[src/rtl/instruction_prefetch_queue.sv]
// ============================================================================
// instruction_prefetch_queue
//
// Sequential instruction prefetcher sitting between the branch unit / icache
// and decode. It issues fetch requests at consecutive PCs, keeps up to
// MAX_OUTSTANDING cache requests in flight, and buffers returned instructions
// together with their PCs in a DEPTH-entry FIFO. A redirect flushes the FIFO,
// restarts fetch at redirect_pc and marks every in-flight response as stale.
//
// Ports:
//   clk, rst          clock (rising edge) and asynchronous active-high reset
//   redirect_valid/pc flush and restart fetch at redirect_pc
//   req_valid/ready   cache request handshake, req_addr = current fetch PC
//   rsp_valid/data    in-order cache responses, no backpressure
//   out_valid/ready   decode handshake, out_instr/out_pc = FIFO head
//   occupancy         number of valid FIFO entries
// ============================================================================
module instruction_prefetch_queue #(
    parameter int                    ADDR_WIDTH      = 32,
    parameter int                    INSTR_WIDTH     = 32,
    parameter int                    DEPTH           = 4,
    parameter int                    MAX_OUTSTANDING = 2,
    parameter int                    WORD_BYTES      = 4,
    parameter logic [ADDR_WIDTH-1:0] RESET_PC        = '0
) (
    input  logic                      clk,
    input  logic                      rst,
    input  logic                      redirect_valid,
    input  logic [ADDR_WIDTH-1:0]     redirect_pc,
    output logic                      req_valid,
    input  logic                      req_ready,
    output logic [ADDR_WIDTH-1:0]     req_addr,
    input  logic                      rsp_valid,
    input  logic [INSTR_WIDTH-1:0]    rsp_data,
    output logic                      out_valid,
    input  logic                      out_ready,
    output logic [INSTR_WIDTH-1:0]    out_instr,
    output logic [ADDR_WIDTH-1:0]     out_pc,
    output logic [$clog2(DEPTH):0]    occupancy
);

    localparam int PW = $clog2(DEPTH);
    localparam int CW = PW + 1;
    localparam int OW = $clog2(MAX_OUTSTANDING + 1);
    localparam int QW = (MAX_OUTSTANDING > 1) ? $clog2(MAX_OUTSTANDING) : 1;
    localparam logic [QW-1:0] Q_LAST = QW'(MAX_OUTSTANDING - 1);

    logic [ADDR_WIDTH-1:0]  r_fetch_pc;
    logic [OW-1:0]          r_inflight;
    logic [OW-1:0]          r_drop_cnt;
    logic [PW-1:0]          r_rd_ptr;
    logic [PW-1:0]          r_wr_ptr;
    logic [CW-1:0]          r_count;
    logic [INSTR_WIDTH-1:0] r_instr_mem [DEPTH];
    logic [ADDR_WIDTH-1:0]  r_pc_mem    [DEPTH];
    logic [ADDR_WIDTH-1:0]  r_pcq_mem   [MAX_OUTSTANDING];
    logic [QW-1:0]          r_pcq_wr;
    logic [QW-1:0]          r_pcq_rd;

    logic          w_credit_ok;
    logic          w_space_ok;
    logic          w_req_fire;
    logic          w_rsp_live;
    logic          w_push;
    logic          w_pop;
    logic [OW-1:0] w_inflight_nxt;
    logic [OW-1:0] w_drop_nxt;
    logic [QW-1:0] w_pcq_wr_inc;
    logic [QW-1:0] w_pcq_rd_inc;

    always_comb begin
        // Stale responses still occupy cache slots, so they count against the
        // outstanding limit. Reserving a FIFO slot for every live request means
        // a response can always be written without an overflow check.
        w_credit_ok = ({1'b0, r_inflight} + {1'b0, r_drop_cnt}) < (OW+1)'(MAX_OUTSTANDING);
        w_space_ok  = ({1'b0, r_count} + (CW+1)'(r_inflight)) < (CW+1)'(DEPTH);

        req_valid  = !redirect_valid && w_credit_ok && w_space_ok;
        req_addr   = r_fetch_pc;
        w_req_fire = req_valid && req_ready;

        w_rsp_live = rsp_valid && (r_drop_cnt == '0);
        w_push     = w_rsp_live && !redirect_valid;

        out_valid  = (r_count != '0) && !redirect_valid;
        out_instr  = r_instr_mem[r_rd_ptr];
        out_pc     = r_pc_mem[r_rd_ptr];
        occupancy  = r_count;
        w_pop      = out_valid && out_ready;

        w_pcq_wr_inc = (r_pcq_wr == Q_LAST) ? '0 : r_pcq_wr + QW'(1);
        w_pcq_rd_inc = (r_pcq_rd == Q_LAST) ? '0 : r_pcq_rd + QW'(1);

        w_inflight_nxt = r_inflight;
        if (w_req_fire && !w_rsp_live) begin
            w_inflight_nxt = r_inflight + OW'(1);
        end else if (!w_req_fire && w_rsp_live) begin
            w_inflight_nxt = r_inflight - OW'(1);
        end

        // On redirect every live request turns stale; a response arriving in
        // the redirect cycle itself is discarded right away and not counted.
        w_drop_nxt = r_drop_cnt;
        if (redirect_valid) begin
            w_drop_nxt = r_drop_cnt + r_inflight - OW'(rsp_valid);
        end else if (rsp_valid && !w_rsp_live) begin
            w_drop_nxt = r_drop_cnt - OW'(1);
        end
    end

    always_ff @(posedge clk or posedge rst) begin
        if (rst) begin
            r_fetch_pc <= RESET_PC;
            r_inflight <= '0;
            r_drop_cnt <= '0;
            r_rd_ptr   <= '0;
            r_wr_ptr   <= '0;
            r_count    <= '0;
            r_pcq_wr   <= '0;
            r_pcq_rd   <= '0;
        end else if (redirect_valid) begin
            r_fetch_pc <= redirect_pc;
            r_inflight <= '0;
            r_drop_cnt <= w_drop_nxt;
            r_rd_ptr   <= '0;
            r_wr_ptr   <= '0;
            r_count    <= '0;
            // The PC queue is left alone apart from the normal pop: the stale
            // responses consume exactly the entries of the flushed requests,
            // so the first live response lines up with the entry written by
            // the first request to redirect_pc.
            if (rsp_valid) begin
                r_pcq_rd <= w_pcq_rd_inc;
            end
        end else begin
            if (w_req_fire) begin
                r_fetch_pc <= r_fetch_pc + ADDR_WIDTH'(WORD_BYTES);
                r_pcq_wr   <= w_pcq_wr_inc;
            end
            if (rsp_valid) begin
                r_pcq_rd <= w_pcq_rd_inc;
            end
            r_inflight <= w_inflight_nxt;
            r_drop_cnt <= w_drop_nxt;
            if (w_push) begin
                r_wr_ptr <= r_wr_ptr + PW'(1);
            end
            if (w_pop) begin
                r_rd_ptr <= r_rd_ptr + PW'(1);
            end
            if (w_push && !w_pop) begin
                r_count <= r_count + CW'(1);
            end else if (!w_push && w_pop) begin
                r_count <= r_count - CW'(1);
            end
        end
    end

    // Storage arrays carry no reset; validity is tracked by the pointers.
    always_ff @(posedge clk) begin
        if (w_push) begin
            r_instr_mem[r_wr_ptr] <= rsp_data;
            r_pc_mem[r_wr_ptr]    <= r_pcq_mem[r_pcq_rd];
        end
        if (w_req_fire) begin
            r_pcq_mem[r_pcq_wr] <= r_fetch_pc;
        end
    end

endmodule

[config.mk]
export PLATFORM = sky130hd
export DESIGN_NAME = instruction_prefetch_queue
export DESIGN_NICKNAME = d
export VERILOG_FILES = /design/src/rtl/instruction_prefetch_queue.sv
export SDC_FILE = /design/constraint.sdc
export NUM_CORES = 1
export LEC_CHECK = 0
export CORE_MARGIN = 2
export CORE_UTILIZATION = 50
export CTS_CLUSTER_DIAMETER = 150
export DETAILED_ROUTE_END_ITERATION = 10
export PLACE_DENSITY = 0.76
export SETUP_SLACK_MARGIN = 0.1
export SLEW_MARGIN = 20
export SYNTH_ARGS = -nofsm -noshare
export SYNTH_HDL_FRONTEND = slang
export SYNTH_SLANG_ARGS = --single-unit
[constraint.sdc]
create_clock -name clk -period 7.8 [get_ports clk]
set_input_delay 2.34 -clock clk [delete_from_list [all_inputs] [get_ports clk]]
set_output_delay 2.34 -clock clk [all_outputs]
set_load 0.05 [all_outputs]
* Word-level counts from Yosys, hierarchy flattened *
Memory sizes are Yosys's and may differ from the RTL's.
Index checks and enable logic that the tools add are counted.

cells by class
  add/subtract/negate cells = 14
  multipliers = 0
  div/mod/pow operators = 0
  order comparisons = 2
  eq/ne operators = 0
  shift operators = 0
  multiplexer cells = 20
  bitwise gates (word level) = 1
  reduce and logical (&&, ||, !) cells = 26

operators by type and width
  operator                                            count
  2-to-1 mux 32 bit                                   2
  adder 32 x 3 -> 32 bit, second input constant       1
  2-to-1 mux 2 bit                                    9
  logical AND 1 bit                                   12
  2-to-1 mux 3 bit                                    3
  nonzero test 3 bit                                  3
  nonzero test 2 bit                                  4
  adder 2 x 1 -> 2 bit, second input constant         3
  2-to-1 mux 1 bit                                    6
  zero test 1 bit                                     5
  adder 3 x 2 -> 4 bit                                1
  < comparator 4 x 3 -> 1 bit, second input constant  1
  subtractor 2 x 1 -> 2 bit, second input constant    2
  adder 2 x 2 -> 3 bit                                1
  adder 3 x 1 -> 3 bit, second input constant         1
  < comparator 3 x 2 -> 1 bit, second input constant  1
  subtractor 3 x 1 -> 3 bit, second input constant    1
  adder 1 bit, second input constant                  2
  adder 2 bit                                         1
  zero test 2 bit                                     1
  AND reduction 2 bit                                 1
  subtractor 2 x 1 -> 2 bit                           1
  inverter 1 bit                                      1

word-level totals
  flip-flop bits (word level) = 45
  bits in latches = 0
  bits in writable memories = 320
  ROM bits = 0
  output and inout port bits = 101
  logic and storage cells = 74
  memories = 3

memory list
  name         words  bits a word  read ports  clocked after memory_dff  wr ports  RTL line  text
  r_instr_mem  4      32           1           0                         1         54        logic [INSTR_WIDTH-1:0] r_instr_mem [DEPTH];
  r_pc_mem     4      32           1           0                         1         55        logic [ADDR_WIDTH-1:0] r_pc_mem [DEPTH];
  r_pcq_mem    2      32           1           0                         1         56        logic [ADDR_WIDTH-1:0] r_pcq_mem [MAX_OUTSTANDING];

* Longest topological paths before layout *
Gate-level depths: netlist of run 1.

  word-level depth = 10
  depth in mapped cells = 9
  depth with buffers taken out = 8

* Worst setup path before layout of run 1 *
Ideal clock, no wire load.

  kind = input-to-output
  start point = in redirect_valid
  end point = out out_valid
  arrival time = 3.343 ns
  required time = 5.460 ns
  setup slack = 2.117 ns
  stages = 3
  path buffers = 2
  path through = buf_6 clkbuf_1 nor2_1

between the ends
  word-level cells in the longest chain between the ends = 2

ends and longest elaborated chain
  element            RTL line  text
  from (decl)        28        input logic redirect_valid,
  zero test 1 bit    85        out_valid = (r_count != '0) && !redirect_valid;
  logical AND 1 bit  85
  to (decl)          35        output logic out_valid,

No other way between the ends.

* Final worst setup path of run 1 *
  start point = in redirect_valid
  end point = out req_valid

between the ends
  word-level cells in the longest chain between the ends = 3

ends and longest elaborated chain
  element                         RTL line  text
  zero test 1 bit                 78        req_valid = !redirect_valid && w_credit_ok && w_space_ok;
  logical AND 1 bit (2 in a row)  78
  to (decl)                       30        output logic req_valid,

No other way between the ends.

==> results.md, run 1 <==
## GRT
- 67 — maximum number of pins on one net before global-route repair
- 7,553 — number of global-route vias before repair
- 0 — number of antenna violations at the first check in global routing
- 18.5% — overall global routing resource usage
- 43.1 mm — first-pass GRT wire length
- 0 — grt ovf

## Cells and area
- 1,966 — final-layout fill cell count
- 22.2% — synthesis-to-finish area growth
- 0 — Antenna Cells
- 1,010 — nets@finish
- 18.3% — share of final-layout standard cells stronger than drive strength 1

## Floorplanning
- 173 um — Die Span Y
- 173 um — die width
- 51.1% — Initial Util
- 171 — total I/O pin count
- 0.0280 mm2 — floorplan core area
- 61 — Site Rows
- 0.0300 mm2 — die area

## Yosys
- 0.0143 mm2 — Post-Syn Area
- sky130_fd_sc_hd__edfxtp_1 — top-count cell post-synth
- 12.3% — async set-reset flop share out of synthesis
- 746 — post-synthesis instance total
- 0 — number of synthesis warnings
- 320 — number of flops mapped to enable cells by yosys
- 19.2 um2 — Synth Area per Inst
- 365 — Synth Register Bits
- sky130_fd_sc_hd__edfxtp_1 (67%), sky130_fd_sc_hd__mux4_2 (10%), sky130_fd_sc_hd__dfrtp_1 (7.9%) — leading cell types by total area after synthesis
- sky130_fd_sc_hd__edfxtp_1 (320), sky130_fd_sc_hd__mux4_2 (64), sky130_fd_sc_hd__dfrtp_1 (45) — cell types with the highest counts after synthesis
- 828 — Post-Synthesis Net Count
- sky130_fd_sc_hd__edfxtp_1 — most frequently used flop master after synthesis
- sky130_fd_sc_hd__edfxtp_1 — Synth area leader
- 67.1% — share of the synthesized area in the top cell type
- 52 — count of different cell masters after synthesis
- 75.0% — post-synthesis sequential area ratio

## STA
- 1030 ps — Worst Tran Pin Value
- 17.6 ps — final setup skew
- 0 ps — setup tns final
- 512 ps — final-layout worst hold slack
- 0 — final setup violating endpoints
- 0 — Max Transition Viols Final
- false — setup repair after global routing missed its margin
- 161 MHz — top achievable clock speed
- 79.8% — share of the clock period used by the worst path
- 31.6% — Slew HR
- 6220 ps — time the worst path needs with I/O delays and setup
- 0 — final hold violations

## Clock network
- 2 — H-tree levels
- 0 — CTS Hold Bufs
- 510 ps — source-to-sink clock delay at the later pin of the worst-skew pair
- built — TritonCTS clock tree
- 365 — Clock Sinks
- 3 — CTS Buffer Depth
- 0 — # Post-CTS Setup Buffers
- 60 ps — clk slew on worst S/H paths
- 0 — quantity of gates resized following cts
- sky130_fd_sc_hd__clkbuf_16 — Clock Tree Root
- 36 — number of buffers inserted during clock tree synthesis

## Pwr
- 2.01 mW — net switching power
- 25.9% — portion of total power attributed to the clock network
- 0.396 mV — worst IR drop on VDD
- 30.7% — Comb pwr share
- 4.06 mW — P_int
- 43.4% — portion of total power attributed to sequential cells
- 6.08 mW — post-route total power
- 347 mW/mm2 — power density relative to cell area
- 5.77 nW — Leak Pwr
- 33.1% — net switching share of the total power

## Drt
- 7,382 — routed via count
- 20.6 um — Wirelength per Cell
- 5.55 — average via count per standard cell
- 27.4 mm — routed wire length
- 0 — Post-route DRC
- 607 — Starting DRT DRC Count
- 7 — drt pass-1 iters
- 0 — antenna-violating nets left

## Critical path
- buf_2 > nor3_2 > and3_1 > clkdlybuf4s50_1 — critical path cell sequence
- 4570 ps — register-to-register setup slack
- input port — critical path startpoint category
- input port to primary output — class of the most critical setup path
- 3880 ps — Worst Path Arrival
- 800 ps — maximum cell stage delay along the critical path
- sky130_fd_sc_hd__clkdlybuf4s50_1 — worst-path cell with the longest stage delay
- 5460 ps — Req. time, crit path
- 30 — maximum net fanout on the critical path
- 7 — depth of the worst register-to-register path
- primary output — type of element capturing the critical path

## Job
- 0 — total of max-cap violations

## Placed design
- 170 — count of port buffers added during placement
- 16.2 mm — detailed placer's ending HPWL
- 0.806 — final estimated routing congestion in global placement

## Run status
- finished, final reports clean — run status

## Worst hold path
- flop to flop — kind of path behind the tightest hold check
- 0 — hold path depth

==> sequential cells by signal, indices dropped and copies added, names as in the netlist, 2 cells and up <==
signal	cells
r_drop_cnt	2
r_pcq_mem	64
r_inflight	2
r_rd_ptr	2
req_addr	32
occupancy	3
r_instr_mem	128
r_pc_mem	128
r_wr_ptr	2
==> cell type report <==
type | instances | area [um2] | area share (%)
sequential | 365 | 10700 | 61.4
multi-input combinational | 337 | 3410 | 19.5
timing repair buffer | 177 | 1770 | 10.1
clock buffer | 46 | 970 | 5.54
tap | 378 | 473 | 2.70
clock inverter | 16 | 100 | 0.572
inverter | 11 | 41.3 | 0.236
==> routing by layer <==
layer | vias to the layer above | track usage [%] | part of all wire (%)
li1 | 3349 | - | -
met1 | 3754 | 25.9 | 44
met2 | 242 | 30.1 | 49
met3 | 37 | 3.60 | 5.4
met4 | 0 | 5.16 | 1.9
met5 | - | 0 | 0
==> metrics by stage <==
step / cell area [um2] / std cells / worst slack (ps) / utilization, %
final: 17500 / 1330 / 1580 / 62.5
after global routing: 17500 / 1330 / 1520 / 62.5
after CTS: 17500 / 1329 / 1580 / 62.4
after detailed placement: 16400 / 1267 / 1600 / 58.6
after global placement: 16400 / 1267 / 1600 / 58.6
after floorplan: 14300 / 746 / 2120 / -
==> worst max-delay path, delay by kind of cell <==
family,cells,cell delay (ps)
buffers and inverters,2,1070
and+or+nand+nor,2,460
==> power groups by stage <==
stage | clock [mW] | combinational, mW | sequential, mW
final | 1.57 | 1.87 | 2.64
after CTS | 1.61 | 1.87 | 2.65
after global placement | 0 | 1.85 | 2.68
after global routing | 1.68 | 1.97 | 2.68
after floorplan | 0 | 1.28 | 2.66
after detailed placement | 0 | 1.87 | 2.69
==> placed cells by master (no fill, tap or decap), types with 10 or more instances in the layout <==
cell,Yosys,layout
sky130_fd_sc_hd__clkbuf_16,0,37
sky130_fd_sc_hd__clkdlybuf4s50_1,0,169
sky130_fd_sc_hd__dfrtp_1,45,43
sky130_fd_sc_hd__edfxtp_1,320,320
sky130_fd_sc_hd__ha_1,10,10
sky130_fd_sc_hd__inv_1,11,10
sky130_fd_sc_hd__mux2_2,36,36
sky130_fd_sc_hd__mux4_2,64,64
sky130_fd_sc_hd__nand2_1,35,35
sky130_fd_sc_hd__nand3_1,20,20
sky130_fd_sc_hd__nand4_1,12,12
sky130_fd_sc_hd__nor2_1,23,22
sky130_fd_sc_hd__nor2b_1,11,11
sky130_fd_sc_hd__nor3_1,10,10
sky130_fd_sc_hd__o21ai_0,12,12
sky130_fd_sc_hd__xnor2_1,11,11
==> final timing paths <==
check	startpoint	endpoint
setup reg to reg	r_inflight[0]$_DFFE_PP0P_	req_addr[12]$_DFFE_PP0P_
hold reg to reg	req_addr[1]$_DFFE_PP0P_	r_pcq_mem[1][1]$_DFFE_PP_
hold / removal	req_addr[1]$_DFFE_PP0P_	r_pcq_mem[1][1]$_DFFE_PP_
min in group asynchronous	rst	req_addr[19]$_DFFE_PP0P_
max in group asynchronous	rst	r_rd_ptr[0]$_DFFE_PP0P_
setup / recovery	redirect_valid	req_valid
==> kinds of logic (layout without fill, tap and decap cells) <==
logic type	Yosys count	after routing	share of synthesized area, %
AOI/OAI and AO/OA	54	54	2.55
xor gates and xnor gates	17	17	1.04
adders and majority gates	12	12	1.15
buffers and inverters	44	250	1.35
DFF	365	365	75.0
muxes	103	103	13.1
and+or+nand+nor	151	151	5.84
Power figures use the tool's default switching activity.
==> run 2: changes to the inputs <==
--- a/config.mk
+++ b/config.mk
@@ -9,7 +9,7 @@
 export CORE_UTILIZATION = 50
 export CTS_CLUSTER_DIAMETER = 150
 export DETAILED_ROUTE_END_ITERATION = 10
-export PLACE_DENSITY = 0.76
+export PLACE_DENSITY = 0.79
 export SETUP_SLACK_MARGIN = 0.1
 export SLEW_MARGIN = 20
 export SYNTH_ARGS = -nofsm -noshare
==> constraint.sdc (replaced) <==
create_clock -name clk -period 5.7 [get_ports clk]
set_input_delay 1.71 -clock clk [delete_from_list [all_inputs] [get_ports clk]]
set_output_delay 1.71 -clock clk [all_outputs]
set_load 0.05 [all_outputs]
==> run 2 against run 1 <==
Against the previous run:
- final cell count increased by 0.75%
- critical path type is now flop to primary output
- via count is 2.7% higher
- non-clock buffer count grew 3
- register-to-register slack lost 1700 ps
- highest routed layer is now met5
- clock power increased by 54%
- clock skew shrank 4.9 ps
- sequential power rose by 36%
==> results.md, run 2 (synthesis results as in run 1) <==
## Run status
- finished, final reports clean — run status

## Critical path
- 33 — maximum net fanout on the critical path, +10%
- 3060 ps — Worst Path Arrival, -820 ps
- flop to primary output — class of the most critical setup path
- primary output — type of element capturing the critical path
- 3990 ps — Req. time, crit path, -1470 ps
- flop — critical path startpoint category

## GRT
- 7,771 — number of global-route vias before repair, +2.9%
- 30.7% — met2 track utilization from global routing, +0.57 points
- met2 — routing layer with the top usage in global route
- 19.1% — overall global routing resource usage, +0.65 points
- 0 — grt ovf, unchanged
- 4.30% — met3 GRT Util, +0.70 points
- 26.6% — met1 track utilization from global routing, +0.71 points
- 44.4 mm — first-pass GRT wire length, +3.0%
- 69 — maximum number of pins on one net before global-route repair, +3.0%
- 2 — number of antenna violations at the first check in global routing, +2

## Job
- 0 — total of max-cap violations, unchanged

## Clock network
- 0 — # Post-CTS Setup Buffers, unchanged
- 38 — number of buffers inserted during clock tree synthesis, +5.6%
- built — TritonCTS clock tree
- sky130_fd_sc_hd__clkbuf_16 — Clock Tree Root
- 2 — H-tree levels, unchanged
- 0 — quantity of gates resized following cts, unchanged
- 365 — Clock Sinks, unchanged
- 510 ps — source-to-sink clock delay at the later pin of the worst-skew pair, about the same
- 60 ps — clk slew on worst S/H paths, about the same
- 0 — CTS Hold Bufs, unchanged
- 3 — CTS Buffer Depth, unchanged

## Cells and area
- sky130_fd_sc_hd__edfxtp_1 (320), sky130_fd_sc_hd__clkdlybuf4s50_1 (169), sky130_fd_sc_hd__mux4_2 (64) — top library cells by usage in the layout, fill and taps aside
- sky130_fd_sc_hd__edfxtp_1 — most common cell after layout, fill and taps aside
- 1,015 — nets@finish, +0.50%
- 23.3% — synthesis-to-finish area growth
- 19.1% — share of final-layout standard cells stronger than drive strength 1, +0.87 points
- r_instr_mem: 128 flops, r_pc_mem: 128 flops, r_pcq_mem: 64 flops — biggest registers after layout

## STA
- 83.7% — share of the clock period used by the worst path
- 0 — Max Transition Viols Final, unchanged
- 0 — final setup violating endpoints, unchanged
- 0 — final hold violations, unchanged
- 0 ps — setup tns final, unchanged
- 1050 ps — Worst Tran Pin Value, +22.7 ps
- 12.6 ps — final setup skew, -4.94 ps
- 30.1% — Slew HR, -1.5 points
- false — setup repair after global routing missed its margin
- 210 MHz — top achievable clock speed
- 4770 ps — time the worst path needs with I/O delays and setup

## Drt
- 0 — Post-route DRC, unchanged
- 28.5 mm — routed wire length, +4.1%
- 7,585 — routed via count, +2.7%
- 0 — antenna-violating nets left, unchanged
- 5 — drt pass-1 iters, -2
- 563 — Starting DRT DRC Count, -7.2%
- 5.66 — average via count per standard cell, +2.0%
- 21.3 um — Wirelength per Cell, +3.3%

## Floorplanning
- 61 — Site Rows, unchanged
- 171 — total I/O pin count, unchanged
- 173 um — Die Span Y, unchanged
- 0.0300 mm2 — die area, unchanged
- 173 um — die width, unchanged
- 51.1% — Initial Util, unchanged
- 0.0280 mm2 — floorplan core area, unchanged

## Worst hold path
- flop to flop — kind of path behind the tightest hold check

## Placed design
- 0.818 — final estimated routing congestion in global placement, +1.5%
- 16.9 mm — detailed placer's ending HPWL, +4.3%
- 170 — count of port buffers added during placement, unchanged

## Pwr
- 487 mW/mm2 — power density relative to cell area, +40%
- 0.311 mV — worst IR drop on VDD, -22%
- 5.86 nW — Leak Pwr, +1.5%
- 8.60 mW — post-route total power, +41%

-- run 2: cell count changes in the layout (fill, tap and decap cells not counted), moves of 2 or more --
cell / previous run / this run
sky130_fd_sc_hd__clkinv_2: 5 / 8
sky130_fd_sc_hd__clkinv_1: 8 / 5
sky130_fd_sc_hd__bufinv_16: 1 / 4
sky130_fd_sc_hd__clkbuf_1: 8 / 10
sky130_fd_sc_hd__buf_4: 6 / 10
sky130_fd_sc_hd__clkbuf_16: 37 / 39
-- run 2: path summary, 6_finish.rpt --
| check | startpoint | end | slack (ps) | cells past startpoint |
|---|---|---|---|---|
| worst min-delay path | req_addr[1]$_DFFE_PP0P_ | r_pcq_mem[1][1]$_DFFE_PP_ | 510 | 0 |
| worst max register to register | r_inflight[0]$_DFFE_PP0P_ | r_pcq_mem[0][14]$_DFFE_PP_ | 2840 | 6 |
| worst max-delay path | r_rd_ptr[0]$_DFFE_PP0P_ | out_pc[29] | 930 | 3 |
| worst min register to register | req_addr[1]$_DFFE_PP0P_ | r_pcq_mem[1][1]$_DFFE_PP_ | 510 | 0 |
| min in group asynchronous | rst | req_addr[10]$_DFFE_PP0P_ | 1680 | 2 |
| max in group asynchronous | rst | r_rd_ptr[0]$_DFFE_PP0P_ | 3410 | 2 |
-- run 2: worst max-delay path, stage by stage (launching register included) --
cell                              delay [ps]
sky130_fd_sc_hd__dfrtp_4                 880
sky130_fd_sc_hd__buf_4                   380
sky130_fd_sc_hd__mux4_2                  530
sky130_fd_sc_hd__clkdlybuf4s50_1         740
-- run 2: metal layers --
layer,up-vias,wire (um)
met5,-,13
met4,2,696
met3,53,1900
met2,276,13600
met1,3892,12300
li1,3362,-
-- run 2: cell type report --
| class | instances | area, um2 |
|---|---|---|
| sequential | 365 | 10700 |
| fill | 1973 | 10400 |
| multi-input combinational | 337 | 3410 |
| timing repair buffer | 180 | 1770 |
| clock buffer | 50 | 1030 |
| tap | 378 | 473 |
| clock inverter | 18 | 190 |
| inverter | 11 | 42.5 |
| antenna | 1 | 2.50 |
-- run 2: stage by stage --
stage / instance area, um2 / instances / worst slack, ps / utilization [%] / hold slack [ps]
after global placement: 16400 / 1271 / 975 / 58.7 / 503
after global routing: 17700 / 1339 / 751 / 63.0 / 543
after CTS: 17700 / 1339 / 829 / 63.0 / 526
final: 17700 / 1340 / 929 / 63.0 / 515
after floorplan: 14300 / 746 / 1280 / - / 460
after detailed placement: 16400 / 1271 / 968 / 58.7 / 525
-- run 2: where the power goes --
| part | switching (mW) | leakage, nW | internal [mW] | total (mW) |
|---|---|---|---|---|
| clock | 0.963 | 0.596 | 1.45 | 2.41 |
| sequential | 0.279 | 3.45 | 3.30 | 3.58 |
| combinational | 1.58 | 1.82 | 1.02 | 2.60 |
| total | 2.82 | 5.86 | 5.78 | 8.60 |
